`src/rtl/mem_arbiter_pkg.sv`:
```
// Shared definitions for the two-port memory arbiter.
package mem_arbiter_pkg;

  // Owner encoding, also exported on the debug owner port.
  localparam logic [1:0] OWNER_NONE = 2'b00;
  localparam logic [1:0] OWNER_M0   = 2'b01;
  localparam logic [1:0] OWNER_M1   = 2'b10;

endpackage

```
`src/rtl/mem_arbiter_rr_pick2.sv`:
```
// Two-way round-robin picker: on a tie the requester that was not granted last wins.
module rr_pick2
  import mem_arbiter_pkg::*;
(
  input  logic       req0_i,
  input  logic       req1_i,
  input  logic       last_i,   // 1: M1 was granted last, 0: M0 was granted last
  output logic [1:0] pick_o
);

  // Lone requester wins outright; a tie goes to the one that did not go last.
  always_comb begin
    pick_o = OWNER_NONE;
    if (req0_i && (!req1_i || last_i)) pick_o = OWNER_M0;
    else if (req1_i)                   pick_o = OWNER_M1;
  end

endmodule

```
`src/rtl/mem_arbiter.sv`:
```
// Registered-grant round-robin arbiter sharing one memory port between M0 (CPU)
// and M1 (DMA/loader), with locked bursts bounded by MAX_BURST.
module mem_arbiter
  import mem_arbiter_pkg::*;
#(
  parameter int AW        = 32,
  parameter int DW        = 32,
  parameter int MAX_BURST = 4
) (
  input  logic          clk,
  input  logic          rst,
  input  logic          m0_req,
  input  logic          m0_lock,
  input  logic          m0_we,
  input  logic [AW-1:0] m0_addr,
  input  logic [DW-1:0] m0_wdata,
  output logic          m0_gnt,
  input  logic          m1_req,
  input  logic          m1_lock,
  input  logic          m1_we,
  input  logic [AW-1:0] m1_addr,
  input  logic [DW-1:0] m1_wdata,
  output logic          m1_gnt,
  output logic [DW-1:0] rdata,
  output logic          mem_we,
  output logic [AW-1:0] mem_addr,
  output logic [DW-1:0] mem_wdata,
  input  logic [DW-1:0] mem_rdata,
  output logic [1:0]    owner
);

  localparam int             BW         = $clog2(MAX_BURST) + 1;
  localparam logic [BW-1:0]  BURST_LAST = BW'(MAX_BURST - 1);

  logic [1:0]    owner_q;
  logic          last_q;    // 1: M1 granted last
  logic [BW-1:0] beats_q;

  logic          pick_last;
  logic [1:0]    pick;
  logic          keep;

  // Grants are pure decodes of the owner register, so reset drops them at once.
  assign m0_gnt = (owner_q == OWNER_M0);
  assign m1_gnt = (owner_q == OWNER_M1);
  assign owner  = owner_q;

  assign mem_addr  = m1_gnt ? m1_addr  : m0_addr;
  assign mem_wdata = m1_gnt ? m1_wdata : m0_wdata;
  assign mem_we    = (m0_gnt & m0_req & m0_we) | (m1_gnt & m1_req & m1_we);
  assign rdata     = mem_rdata;

  // While someone owns the port, treat the owner as "last" so a release hands
  // over to the other requester first and only falls back to a fresh tenure.
  assign pick_last = (owner_q == OWNER_NONE) ? last_q : m1_gnt;

  rr_pick2 u_pick (
    .req0_i (m0_req),
    .req1_i (m1_req),
    .last_i (pick_last),
    .pick_o (pick)
  );

  // Owner holds a locked tenure until the burst limit, unless nobody else waits.
  always_comb begin
    keep = 1'b0;
    if (m0_gnt) keep = m0_req & m0_lock & ((beats_q < BURST_LAST) | ~m1_req);
    if (m1_gnt) keep = m1_req & m1_lock & ((beats_q < BURST_LAST) | ~m0_req);
  end

  // Arbitration state: extend a locked tenure or re-arbitrate with no idle cycle.
  always_ff @(posedge clk or posedge rst) begin
    if (rst) begin
      owner_q <= OWNER_NONE;
      last_q  <= 1'b1;
      beats_q <= '0;
    end else if (keep) begin
      if (beats_q != '1) beats_q <= beats_q + BW'(1);
    end else begin
      owner_q <= pick;
      beats_q <= '0;
      if (pick != OWNER_NONE) last_q <= (pick == OWNER_M1);
    end
  end

endmodule

```
`config.mk`:
```
export PLATFORM = sky130hd
export DESIGN_NAME = mem_arbiter
export DESIGN_NICKNAME = d
export VERILOG_FILES = /design/src/rtl/mem_arbiter_pkg.sv /design/src/rtl/mem_arbiter_rr_pick2.sv /design/src/rtl/mem_arbiter.sv
export SDC_FILE = /design/constraint.sdc
export NUM_CORES = 1
export LEC_CHECK = 0
export CAP_MARGIN = 10
export CORE_AREA = 2 2 106 108
export CTS_BUF_LIST = sky130_fd_sc_hd__clkbuf_4
export DETAILED_ROUTE_END_ITERATION = 6
export DIE_AREA = 0 0 108 110
export SLEW_MARGIN = 40
export SYNTH_ARGS = -nofsm -noshare
export SYNTH_HDL_FRONTEND = slang
export SYNTH_HIERARCHICAL = 1
export SYNTH_SLANG_ARGS = --single-unit
export TNS_END_PERCENT = 100
```
`constraint.sdc`:
```
create_clock -name clk -period 1.7 [get_ports clk]
set_input_delay 0.255 -clock clk [delete_from_list [all_inputs] [get_ports clk]]
set_output_delay 0.255 -clock clk [all_outputs]
set_load 0.02 [all_outputs]
```
==> results_dict.tcl, run 1 <==
set metrics [dict create \
    cp-end-kind "output pin" \
    power_leakage_nw 1.676 \
    cts.sinks 6 \
    timing.final.hold_violations 0 \
    clock_tree_from_tritoncts "yes" \
    worst-r2r-cell-count 5 \
    critical_path.most_common_cell "nand2_1" \
    grt.overflow.total 0 \
    dr_total_vias 2262 \
    synth-async-reset-ratio_pct 100.0 \
    place_ws_ns -0.2172 \
    post-dp-hpwl_mm 5.788 \
    max_freq_ghz 0.5763 \
    synthCells 276 \
    number_of_nets_in_the_layout 621 \
    synth_edf_count 0 \
    clock_tree.buffer_depth 2 \
    setup_violations 8 \
    insertion_delay_of_the_later_clocked_pin_in_the_worst_skew_pair_ns 0.26 \
    max_slew_margin_pct 80.17 \
    synth_area_per_cell_sq_um 5.009 \
    crit_type "reg2out" \
    die_area_sq_mm 0.01188 \
    grt_setup_unrepaired "yes" \
    diodes 0 \
    dominant_cell_type_by_area_after_synthesis "nand2_1" \
    status "finished with violations" \
    cts.reportedPaths.clkPinSlew_ns 0.05 \
    synth_area_leaders "nand2_1 53%, buf_4 17%, dfrtp_1 9.0%, buf_2 4.3%, dfstp_2 1.9%" \
    worst-path-stages 6 \
    regToRegSetupSlack_ns 0.23 \
    core-area_sq_mm 0.01070 \
    yosys_register_bits 6 \
    finalSetupTns_ns -0.1940 \
    io_buffers 204 \
    area.growth.synth_to_final_pct 133.3 \
    layout_min_cycle_time_ns 1.735 \
    place_area_sq_mm 0.003382 \
    crit_path_cell_trace "nand2b_4 -> inv_8 -> buf_12 -> nand2_1 -> nand2_1 -> clkdlybuf4s15_2" \
    fin_crit_sh_pct 102.1 \
    critical_path_peak_fanout 17 \
    grt_util_all_layers_pct 10.78 \
    grt_max_degree 31 \
    die_w_um 108 \
    first_global_vias 2062 \
    post-route-cell-area_sq_mm 0.003226 \
    max_cap_viol_count 0 \
    worst-path-buf-inv 3 \
    drt-total-wl_mm 7.263 \
    vdd.ir_drop.worst_v 0.0002727 \
    boundaryPins 269 \
    htree_levels 1 \
    die_h_um 110 \
    hold_class "in2async" \
    clock_buffer_count_from_cts 3 \
    timing.clock.skew_ns 0.001869 \
    grt_antenna_before_repair 0 \
    synthesis.yosys.warnings 6 \
    timing.critical_path.from_type "register" \
    postCtsSetupRepairBufs 0 \
    slowest_stage "dfrtp_1" \
    dominantRegCellSynth "dfrtp_1" \
    p_per_area_mw_per_mm2 581.3 \
    post_route_cells_drive_above_1_share_pct 19.56 \
    timing.critical_path.from "owner[0]$_DFFE_PP0N_" \
    clock_tree.root_cell "clkbuf_4" \
    cp-endpoint "mem_addr[15]" \
    seq_area_frac_synth_pct 10.95 \
    final-max-slew-violation-count 0 \
    worst_slew_pin_slew_ns 0.2947 \
    number_of_library_cell_types_mapped_by_synthesis 24 \
    first_pass_iters 4 \
    initial_utilization_pct 12.92 \
    drc 0 \
    reg_to_reg_start "owner[0]$_DFFE_PP0N_" \
    cts_hold_buffers 0 \
    yosys.area.top_type_share_pct 53.48 \
    timing.critical_path.arrival_ns 1.48 \
    post-route-worst-setup-slack_ns -0.03510 \
    antenna_left 0 \
    regToRegEndpoint "last_q$_DFFE_PP1P_" \
    critical-path-top-delay-family "buffers and inverters" \
    violations "negative setup slack" \
    synthesized_net_count 446 \
    drt_iter0_drc 89 \
    vias_per_cell 3.834 \
    worst-endpoint-required_ns 1.44 \
    num_rows 38 \
    post-synth-top-count-cell "nand2_1" \
    place.gp.congestion 0.7134 \
    critPathMaxStageDelay_ns 0.38 \
    area_of_the_mapped_netlist_sq_mm 0.001383 \
    finalPower_mw 1.875 \
    synth.top_cells.by_count "197 x nand2_1, 32 x buf_4, 12 x buf_2" \
    route.detailed.wl_per_inst_um 12.31 \
    grt_pass1_wl_mm 10.14 \
]
==> flip-flops by register name, summed over array words and instances, names as in the netlist <==
register	cells
last_q	1
beats_q	3
owner	2
==> worst reg2reg max path: stages, from the launching register on <==
cell	delay, ns
dfrtp_1	0.38
nand2b_4	0.19
buf_8	0.18
a211o_1	0.34
and2_4	0.19
a21oi_2	0.12
==> per-layer routing <==
metal / track usage (%) / vias to the layer above / share of wire, %
li1: - / 1148 / -
met1: 11.31 / 957 / 37
met2: 20.08 / 130 / 48
met3: 3.704 / 27 / 12
met4: 3.663 / 0 / 3.0
met5: 0 / - / 0
==> kinds of logic (layout without fill, tap and decap cells) <==
family / after synthesis / in the layout / share of synthesized area (%)
adders and majority gates: 2 / 2 / 1.810
buffers and inverters: 49 / 223 / 23.08
DFF: 6 / 6 / 10.95
muxes: 2 / 2 / 1.448
AOI/OAI and AO/OA: 8 / 8 / 4.345
xor gates and xnor gates: 1 / 1 / 0.6336
and+or+nand+nor: 208 / 208 / 57.74
==> through the flow <==
stage               hold slack (ns)  cells  util [%]
floorplan                   0.04523    276         -
global route                 0.2392    590     30.15
finish                       0.2183    590     30.15
global placement             0.4931    584     31.61
CTS                          0.2236    590     30.20
detailed placement           0.4972    584     31.61
==> final cells by class <==
type / instances / area (sq um)
Timing Repair Buffer: 216 / 1931
Fill cell: 1216 / 7472
Multi-Input combinational cell: 221 / 919.6
Clock buffer: 4 / 30.03
Tap cell: 140 / 175.2
Sequential cell: 6 / 151.4
Inverter: 3 / 18.77
==> report_power, final <==
group	switching [mW]	internal, mW	leakage, nW
clock network	0.0654	0.106	0.0184
logic	0.816	0.713	1.58
registers	0.0122	0.162	0.0764
total	0.893	0.981	1.68
==> placed cells by master (no fill, tap or decap), types with 2 or more instances in the layout <==
| cell type | instances |
|---|---|
| buf_6 | 3 |
| buf_16 | 2 |
| nor2_1 | 5 |
| clkdlybuf4s15_2 | 7 |
| dfrtp_1 | 5 |
| nand3_1 | 2 |
| buf_2 | 56 |
| inv_1 | 2 |
| ha_1 | 2 |
| buf_4 | 5 |
| clkbuf_4 | 4 |
| clkbuf_2 | 2 |
| nand2_1 | 197 |
| clkdlybuf4s50_1 | 137 |
| mux2i_1 | 2 |
| buf_12 | 2 |
==> how the worst min path moves through the flow <==
stage	from	endpoint	cells past startpoint
after floorplan	rst	beats_q[0]$_DFFE_PP0P_	1
after global placement	rst	owner[0]$_DFFE_PP0N_	2
after detailed placement	rst	owner[0]$_DFFE_PP0N_	2
after CTS	rst	beats_q[2]$_DFFE_PP0P_	2
after global routing	rst	beats_q[2]$_DFFE_PP0P_	2
final	rst	owner[0]$_DFFE_PP0N_	2
==> what timing repair did <==
| item | CTS | global route |
|---|---|---|
| resized for setup | 268 | 4 |
| gates cloned | 2 | 0 |
| endpoints found under the setup margin | 67 | 21 |
| endpoints found under the hold margin | 0 | 0 |
Note: power is estimated with default switching activity, not from simulation.
==> run 2, diff against run 1 <==
- SKIP_LAST_GASP: default -> 1
==> results_dict.tcl, run 2 (synthesis results as in run 1) <==
set metrics [dict create \
    status "finished with violations" \
    violations "negative setup slack" \
    setup_violations 1 \
    finalSetupTns_ns -0.03318 \
    antenna_left 0 \
    first_pass_iters 4 \
    grt_antenna_before_repair 0 \
    vias_per_cell 3.829 \
    clock_tree.buffer_depth 2 \
    htree_levels 1 \
    pwr-share-clk_pct 9.1 \
    timing.final.hold_violations 0 \
    cp-end-kind "output pin" \
    hold-worst-slack_ns 0.2162 \
    layout.cells.most_common_list "197 x nand2_1, 137 x clkdlybuf4s50_1, 58 x buf_2" \
    core-area_sq_mm 0.01070 \
    boundaryPins 269 \
    postCtsSetupRepairBufs 0 \
    clock_tree_from_tritoncts "yes" \
    grt_pass1_wl_mm 10.15 \
    drt-total-wl_mm 7.307 \
    cts.reportedPaths.clkPinSlew_ns 0.05 \
    max_slew_margin_pct 80.28 \
    first_global_vias 2092 \
    clock_tree.root_cell "clkbuf_4" \
    critical-path-top-delay-family "buffers and inverters" \
    worst-endpoint-required_ns 1.44 \
    max_cap_viol_count 0 \
    grt_util_all_layers_pct 10.80 \
    post-dp-hpwl_mm 5.788 \
    route.detailed.wl_per_inst_um 12.38 \
    drt_iter0_drc 80 \
    timing.critical_path.from_type "register" \
    cts.sinks 6 \
    power.sequential.fraction_pct 9.3 \
    crit_type "reg2out" \
    switchingPower_uw 898.5 \
    die_area_sq_mm 0.01188 \
    max_freq_ghz 0.5770 \
    critical_path_peak_fanout 17 \
    p_per_area_mw_per_mm2 585.5 \
    worst-path-buf-inv 3 \
    final-max-slew-violation-count 0 \
    num_rows 38 \
    net_switching_fraction_of_the_power_pct 47.82 \
    slowest_stage "dfrtp_1" \
    clock_buffer_count_from_cts 3 \
    timing.clock.skew_ns 0.001875 \
    grt.overflow.total 0 \
    finalPower_mw 1.879 \
    critical_path.most_common_cell "nand2_1" \
    layout.cells.most_common "nand2_1" \
    internal_power_uw 980.5 \
    hold_class "in2async" \
    place.gp.congestion 0.7134 \
    grt_max_degree 31 \
    regMostFlops "beats_q" \
    post_route_cells_drive_above_1_share_pct 19.56 \
    vdd.ir_drop.worst_v 0.0002600 \
    insertion_delay_of_the_later_clocked_pin_in_the_worst_skew_pair_ns 0.26 \
    dr_total_vias 2259 \
    fin_crit_sh_pct 102.0 \
    die_w_um 108 \
    comb_power_share_pct 81.6 \
    power_leakage_nw 1.681 \
    die_h_um 110 \
    diodes 0 \
    post-route-worst-setup-slack_ns -0.03318 \
    initial_utilization_pct 12.92 \
    drc 0 \
    io_buffers 204 \
    crit_path_cell_trace "nand2b_4 -> clkinv_8 -> buf_12 -> nand2_1 -> nand2_1 -> clkdlybuf4s15_2" \
    layout_min_cycle_time_ns 1.733 \
    critPathMaxStageDelay_ns 0.38 \
    timing.critical_path.arrival_ns 1.48 \
    largest_register_ffs 3 \
    number_of_nets_in_the_layout 621 \
    grt_setup_unrepaired "yes" \
    worst_slew_pin_slew_ns 0.2931 \
    area.growth.synth_to_final_pct 132.1 \
]
run 2: cell types whose count changed in the layout (fill, tap and decap cells not counted), sizes merged:
cell           change
buf                +3
clkdlybuf4s15      -6
clkinv             +1
clkbuf             +3
inv                -1
run 2: path summary, 6_finish.rpt:
path | endpoint | slack (ns) | start | cells past startpoint
worst max-delay path | mem_addr[10] | -0.03 | owner[0]$_DFFE_PP0N_ | 6
worst min-delay path | owner[0]$_DFFE_PP0N_ | 0.22 | rst | 2
worst max register to register | last_q$_DFFE_PP1P_ | 0.22 | owner[0]$_DFFE_PP0N_ | 5
worst min register to register | beats_q[2]$_DFFE_PP0P_ | 0.57 | beats_q[2]$_DFFE_PP0P_ | 2
max in group asynchronous | last_q$_DFFE_PP1P_ | 1.22 | rst | 2
min in group clk | rdata[11] | 0.51 | mem_rdata[11] | 0
run 2: per-layer routing:
| metal | track usage (%) | part of all wire [%] | up-vias |
|---|---|---|---|
| li1 | - | - | 1147 |
| met1 | 11.06 | 36 | 956 |
| met2 | 20.49 | 49 | 131 |
| met3 | 3.704 | 12 | 25 |
| met4 | 3.663 | 2.9 | 0 |
| met5 | 0 | 0 | - |
run 2: final cells by class:
class / instances / area (sq um)
inverters: 3 / 23.77
repair buffers: 216 / 1909
flip-flops and latches: 6 / 151.4
well taps: 140 / 175.2
multi-input cells: 221 / 919.6
fillers: 1226 / 7488
clock buffers: 4 / 30.03
run 2: power groups by stage:
stage,registers [mW],clock network [mW],logic (mW)
2_1_floorplan,0.185,0,0.837
3_3_place_gp,0.174,0,1.66
3_5_place_dp,0.176,0,1.67
4_1_cts,0.175,0.169,1.60
5_1_grt,0.178,0.179,1.66
6_report,0.175,0.171,1.53
run 2: per-stage QoR:
step           utilization (%)  setup slack (ns)  std cells  instance area [sq um]
6_report                 30.00          -0.03318        590                   3209
5_1_grt                  30.00          -0.08234        590                   3209
4_1_cts                  31.26          -0.06649        590                   3344
3_5_place_dp             31.61           -0.2172        584                   3382
3_3_place_gp             31.61           -0.1900        584                   3382
2_1_floorplan                -           0.03531        276                   1383
run 2: repair_timing:
action                     4_1_cts  5_1_grt
gates resized for setup        243       37
setup endpoints to repair       67       40
cloned                           2        0
hold buffers                     0        0
